File: config.mk
export PLATFORM = sky130hd
export DESIGN_NAME = t07_tft_wrqueue
export DESIGN_NICKNAME = d
export VERILOG_FILES = /design/src/rtl/t07_tft_wrqueue.sv
export SDC_FILE = /design/constraint.sdc
export NUM_CORES = 1
export LEC_CHECK = 0
export CAP_MARGIN = 20
export CORE_UTILIZATION = 30
export CTS_CLUSTER_SIZE = 10
export DETAILED_ROUTE_END_ITERATION = 16
export GPL_TIMING_DRIVEN = 0
export PLACE_DENSITY = 0.56
export SLEW_MARGIN = 20
export SYNTH_ARGS = -nofsm -noshare
export SYNTH_HDL_FRONTEND = slang
export SYNTH_SLANG_ARGS = --single-unit
File: constraint.sdc
create_clock -name clk -period 3.7 [get_ports clk]
set_clock_uncertainty 0.15 [all_clocks]
set_input_delay 0.74 -clock clk [delete_from_list [all_inputs] [get_ports clk]]
set_output_delay 0.74 -clock clk [all_outputs]
set_load 0.05 [all_outputs]
File: src/rtl/t07_tft_wrqueue.sv
// rtl/t07_tft_wrqueue.sv - TFT write-request queue feeding an SPI/TFT serializer
// Optional ack watchdog enabled by defining T07_TFT_WRQUEUE_TIMEOUT_EN.
module t07_tft_wrqueue #(
  parameter int DEPTH   = 4,
  parameter int TIMEOUT = 1024
) (
  input  logic                     clk,
  input  logic                     rst,
  input  logic                     req_valid,
  input  logic [31:0]              req_addr,
  input  logic [31:0]              req_data,
  output logic                     req_ready,
  output logic                     wi,
  output logic [31:0]              address,
  output logic [31:0]              data,
  input  logic                     ack,
  output logic                     busy,
  output logic [$clog2(DEPTH):0]   count,
  output logic                     err
);

  localparam int PW = $clog2(DEPTH);
  localparam int CW = PW + 1;
  localparam logic [CW-1:0] FULL = CW'(DEPTH);

  typedef enum logic [1:0] {IDLE, ISSUE, GAP} state_t;

  state_t        state;
  logic [63:0]   mem [DEPTH];
  logic [PW-1:0] rd_ptr;
  logic [PW-1:0] wr_ptr;
  logic          push;
  logic          pop;
  logic          expire;

  // Ready comes from the registered count only; a pop this cycle frees space next cycle.
  assign req_ready = !rst && (count < FULL);
  assign push      = req_valid && req_ready;
  assign pop       = (state == ISSUE) && (ack || expire);
  assign busy      = (state != IDLE) || (count != '0);
  assign address   = (count != '0) ? mem[rd_ptr][63:32] : 32'h0;
  assign data      = (count != '0) ? mem[rd_ptr][31:0]  : 32'h0;

`ifdef T07_TFT_WRQUEUE_TIMEOUT_EN
  localparam int TW = $clog2(TIMEOUT + 1);
  logic [TW-1:0] tcnt;
  // The head is abandoned on the last watchdog cycle unless ack arrives in that same cycle.
  assign expire = (state == ISSUE) && !ack && (tcnt == TW'(TIMEOUT - 1));
`else
  logic unused_timeout;
  assign expire         = 1'b0;
  assign err            = 1'b0;
  assign unused_timeout = (TIMEOUT == 0);
`endif

  // Entry storage: written at the tail on every accepted push, no reset needed.
  always_ff @(posedge clk) begin
    if (push) mem[wr_ptr] <= {req_addr, req_data};
  end

  // Circular pointers and occupancy; pointer width makes wrap modulo DEPTH implicit.
  always_ff @(posedge clk) begin
    if (rst) begin
      rd_ptr <= '0;
      wr_ptr <= '0;
      count  <= '0;
    end else begin
      if (push) wr_ptr <= wr_ptr + PW'(1);
      if (pop)  rd_ptr <= rd_ptr + PW'(1);
      if (push && !pop)      count <= count + CW'(1);
      else if (pop && !push) count <= count - CW'(1);
    end
  end

  // Issue sequencer: IDLE -> ISSUE (wi held) -> GAP (one idle cycle) -> IDLE.
  always_ff @(posedge clk) begin
    if (rst) begin
      state <= IDLE;
      wi    <= 1'b0;
`ifdef T07_TFT_WRQUEUE_TIMEOUT_EN
      tcnt  <= '0;
      err   <= 1'b0;
`endif
    end else begin
      case (state)
        IDLE: begin
          if (count != '0) begin
            state <= ISSUE;
            wi    <= 1'b1;
`ifdef T07_TFT_WRQUEUE_TIMEOUT_EN
            tcnt  <= '0;
`endif
          end
        end
        ISSUE: begin
          if (pop) begin
            state <= GAP;
            wi    <= 1'b0;
          end
`ifdef T07_TFT_WRQUEUE_TIMEOUT_EN
          if (expire) err <= 1'b1;
          else if (!ack) tcnt <= tcnt + TW'(1);
`endif
        end
        GAP: begin
          state <= IDLE;
          wi    <= 1'b0;
        end
        default: begin
          state <= IDLE;
          wi    <= 1'b0;
        end
      endcase
    end
  end

endmodule

# --- After elaboration in Yosys (flattened, before gate mapping) ---
# Memories as Yosys holds them, arrays and structs flattened. A register that Yosys moved wholly into a read port is not among the register bits.
# Cells that the tools add are included.
op_classes:
  magnitude_cmp: 1
  muxes: 14
  n_reduce_logical: 14
  addsub: 4
  eq_ne: 3
op_table:
  columns: ["cell", "count"]
  rows:
  - ["$mux 32", 2]
  - ["$mux 2", 4]
  - ["$mux 3", 2]
  - ["$logic_and 1x1->1", 5]
  - ["$add 2x1->2 const B", 2]
  - ["$mux 1", 4]
  - ["$ne 2x2->1 const B", 2]
  - ["$pmux 2 s2", 1]
  - ["$reduce_bool 2->1", 2]
  - ["$add 3x1->3 const B", 1]
  - ["$logic_not 1->1", 3]
  - ["$lt 3x3->1 const B", 1]
  - ["$reduce_bool 3->1", 1]
  - ["$sub 3x1->3 const B", 1]
  - ["$eq 2x1->1 const B", 1]
  - ["$logic_not 2->1", 1]
  - ["$pmux 1 s2", 1]
  - ["$reduce_and 2->1", 1]
  - ["$logic_or 1x1->1", 1]
totals:
  inputBits: 68
  mem_count: 1
  regBits: 10
  word_cells: 42
  ram_bits: 256
  output_inout_bits: 71
memory_table:
  columns: ["memory", "depth", "width", "read_ports", "rd_ports_with_merged_regs", "write_ports", "line_no", "text"]
  rows:
  - ["mem", 4, 64, 1, 1, 1, "29", "logic [63:0] mem [DEPTH];"]

# --- Depth between registers and ports, before layout ---
depth:
  ltp_word: 7
  depth_mapped: 7
  mapped_depth_nobuf: 7

# --- Least setup slack after synthesis ---
# Ideal clock, no wire load.
synth_timing:
  path_type: "input to register"
  from: "input rst"
  to: "memory mem[1][0] (enable)"
  cell_stages: 2
  required_ns: 3.121
  slack_ns: 0.474
  t_arrival_ns: 2.647
  path_buffers: 0
  setup_ns: 0.429
  cell_sequence: "nor3b_2 > and2_1"
synth_between:
  elab_chain_len: 5
synth_rtl:
  columns: ["item", "line_no", "text"]
  rows:
  - ["start, declared", "8", "input logic rst,"]
  - ["$logic_not 1->1", "37", "assign req_ready = !rst && (count < FULL);"]
  - ["$logic_and 1x1->1", "37", null]
  - ["$logic_and 1x1->1", "38", "assign push = req_valid && req_ready;"]
  - ["$mux 1", "58", "if (push) mem[wr_ptr] <= {req_addr, req_data};"]
  - ["$mux 1 (implied by the code)", "58", null]
  - ["end, declared", "29", null]
# Every way passes these cells.

# --- Final worst setup path ---
layout_timing:
  from: "register count[2]"
  to: "output address[28]"
layout_between:
  elab_chain_len: 2
layout_rtl:
  columns: ["item", "line_no", "text"]
  rows:
  - ["start, declared", "18", "output logic [$clog2(DEPTH):0] count,"]
  - ["start signal, assigned", "70", "if (push && !pop) count <= count + CW'(1);"]
  - ["start signal, assigned", "71", "else if (pop && !push) count <= count - CW'(1);"]
  - ["$reduce_bool 3->1", "41", "assign address = (count != '0) ? mem[rd_ptr][63:32] : 32'h0;"]
  - ["$mux 32", "41", null]
  - ["end, declared", "14", "output logic [31:0] address,"]
# Every way passes these cells.

==> impl_results.md <==
- CP Launch Type: register
- Initial DRT Pass Iterations: 4
- Clock Pin Slew Worst Setup and Hold Paths: about 0.05 ns
- F_max: between 200 and 300 MHz
- Post-CTS Hold Buffers: 0
- CTS Buffer Depth: 3
- Count of different cell masters after synthesis: 31
- Skew-Pair Late Insertion Delay: around 0.55 ns
- I/O pin cnt: ~140
- Switch Pwr: 3408 uW
- Vias in the first global route: 5,484
- WS Path Type: reg -> out
- Core Box Area: 33,700 um2
- Combinational share of power: 0.353
- Initial drt markers: 169
- TritonCTS clock tree: built
- Initial antenna violation count: 2
- Total track usage: 0.1177
- Clock power share: 0.271
- PD cells: about 730 nW/um2
- Post-CTS Setup Inserts: 0
- Most common cell after layout, fill and taps aside: edfxtp_1
- Synth warn: 0
- Synth Net Count: 537
- CTS buffer count: 31
- Setup violators final: 0
- Switch share: 0.3563
- Max Slew Vio Count: 0
- Synthesized area: 10,300 um2
- Ys flop type: edfxtp_1
- DR WL/cell: 18.71 um
- FF+latch count, synth: 268
- Clk sinks: 268
- Static Leak: roughly 0.0044 uW
- Internal Power: between 6000 and 7000 uW
- Sequential fraction of the synthesis area: 0.7695
- HP Class: reg -> reg
- Synth-to-layout area growth: 27.36%
- Period utilisation layout: 0.9389
- Worst EP arrival: 2.58 ns
- Detailed placement HPWL: 12,740 um
- Peak VDD IR: 0.4510 mV
- Die height: 187.3 um
- Fin nets: 711
- RePlAce Congestion: 0.6734
- Die X: roughly 190 um
- Share of power burned in registers: 0.375
- Mapped Avg Cell Area: 22.25 um2
- Final core occ: 0.3894
- Number of routed nets with antenna violations: 0
- Worst path required time: 2.81 ns
- Quantity of I/O buffers inserted on ports: ~140
- Hold Fails Final Rpt: 0
- Die area: 35,090 um2
- Final Power: ~9600 uW
- # Max-Cap Violations: 0
- Global-route wire length before repair: 31,600 um
- DRC violations left: 0
- Slew headroom: 0.6059
- Vias/cell: 4.482
- EDFF count, synth: 256
- Cells after Synth: around 460
- Outcome: complete, no violations
- Clk Tree Root Cell: clkbuf_16
- Starting Density: 0.3057
- # rows: 67
- H-tree levels: 1
- Maximum net fanout on the critical path: 10
- Async SR Flop Fraction: 0
- Grt ovf: 0
- Worst setup EP type: output port
- Vias: roughly 5,000
- Layout cells sized above 1: 0.1882
- Most frequent cells in the layout: edfxtp_1, clkdlybuf4s50_1, and2_1
- WL final: about 20,000 um
- Maximum number of pins on one net before global-route repair: 36
- Worst-margin pin slew: 0.5886 ns
- Crit path time final: 3.474 ns
- Antenna fix cells: 0
## synth_stat cells, drive strengths merged, types with 2 or more instances
cell type    n  area share
or3          3      0.0023
inv          4      0.0015
and2        68       0.041
ha           5      0.0061
buf         15       0.017
clkbuf       8      0.0030
edfxtp     256        0.75
nand2        2     0.00073
xor2         4      0.0034
nor2         9      0.0033
mux4        64        0.14
dfxtp       12       0.023
## power groups by stage
stage	logic, uW	clock network (uW)	registers, uW
after floorplan	2370	0	3710
after global placement	3660	0	3660
after detailed placement	3710	0	3650
after CTS	3470	2680	3590
after global routing	3590	2800	3600
final	3380	2600	3590
## per-stage QoR
step	TNS (ns)	setup WS (ns)	instance area [um2]	hold slack, ns	cells
2_1_floorplan	0	0.4738	10300	0.2933	463
3_3_place_gp	-369.10	-1.460	12230	0.3257	1048
3_5_place_dp	0	0.2676	12350	0.3316	1052
4_1_cts	0	0.02644	13120	0.3351	1091
5_1_grt	-0.002065	-0.002065	13120	0.3557	1091
6_report	0	0.2260	13120	0.3447	1091
## cell families (layout without fill, tap and decap cells)
group | Yosys count | count (layout) | share of synthesized area
flip-flops | 268 | 268 | 0.7695
AND/OR/NAND/NOR | 86 | 86 | 0.05089
multiplexers | 65 | 65 | 0.1423
buffers and inverters | 27 | 207 | 0.02137
adder cells (fa/ha/maj) | 6 | 6 | 0.008016
AO/OA/AOI/OAI | 5 | 5 | 0.003279
XOR/XNOR | 5 | 5 | 0.004250
other | 1 | 1 | 0.0003640
## worst max-delay path, stage by stage, from the launching register on
cell and delay (ns):
dfxtp_1 0.44, or3_4 0.20, buf_2 0.32, clkbuf_1 0.34, and2_1 0.20, dlygate4sd2_1 0.53
## layer usage
metal  wire length, um  global-route usage  vias up  share of wire
li1                  -                   -     2209              -
met1              8724              0.1440     2535           0.43
met2             10280              0.2103      117           0.50
met3               941             0.02420       29          0.046
met4               472             0.03090        0          0.023
met5                 0                   0        -              0
## worst paths after layout
check	startpoint	end	depth (start not counted)	slack, ns
worst max-delay path	count[2]	address[28]	5	0.23
worst min-delay path	state[1]	wi	1	0.34
worst max register to register	count[2]	count[2]	7	1.22
worst min register to register	state[1]	wi	1	0.34
## registers in the layout (all words and copies together), names as in the netlist, named ones only
signal,count
count,3
wi,1
rd_ptr,2
state,2
mem,256
wr_ptr,2
## layout make-up
cell class,instances,area (um2)
Multi-Input combinational cell,168,2165
Fill cell,3085,20580
Sequential cell,268,7928
Buffer,23,207.7
Tap cell,448,560.5
Timing Repair Buffer,141,1409
Inverter,4,15.01
Clock inverter,4,46.29
Clock buffer,35,790.8
## timing repair
action                                  in CTS  in global routing
pin swaps                                    0                  0
gates cloned                                 0                  0
endpoints found under the setup margin      60                 18
resized for setup                           60                  5
Power figures use the tool's default switching activity.
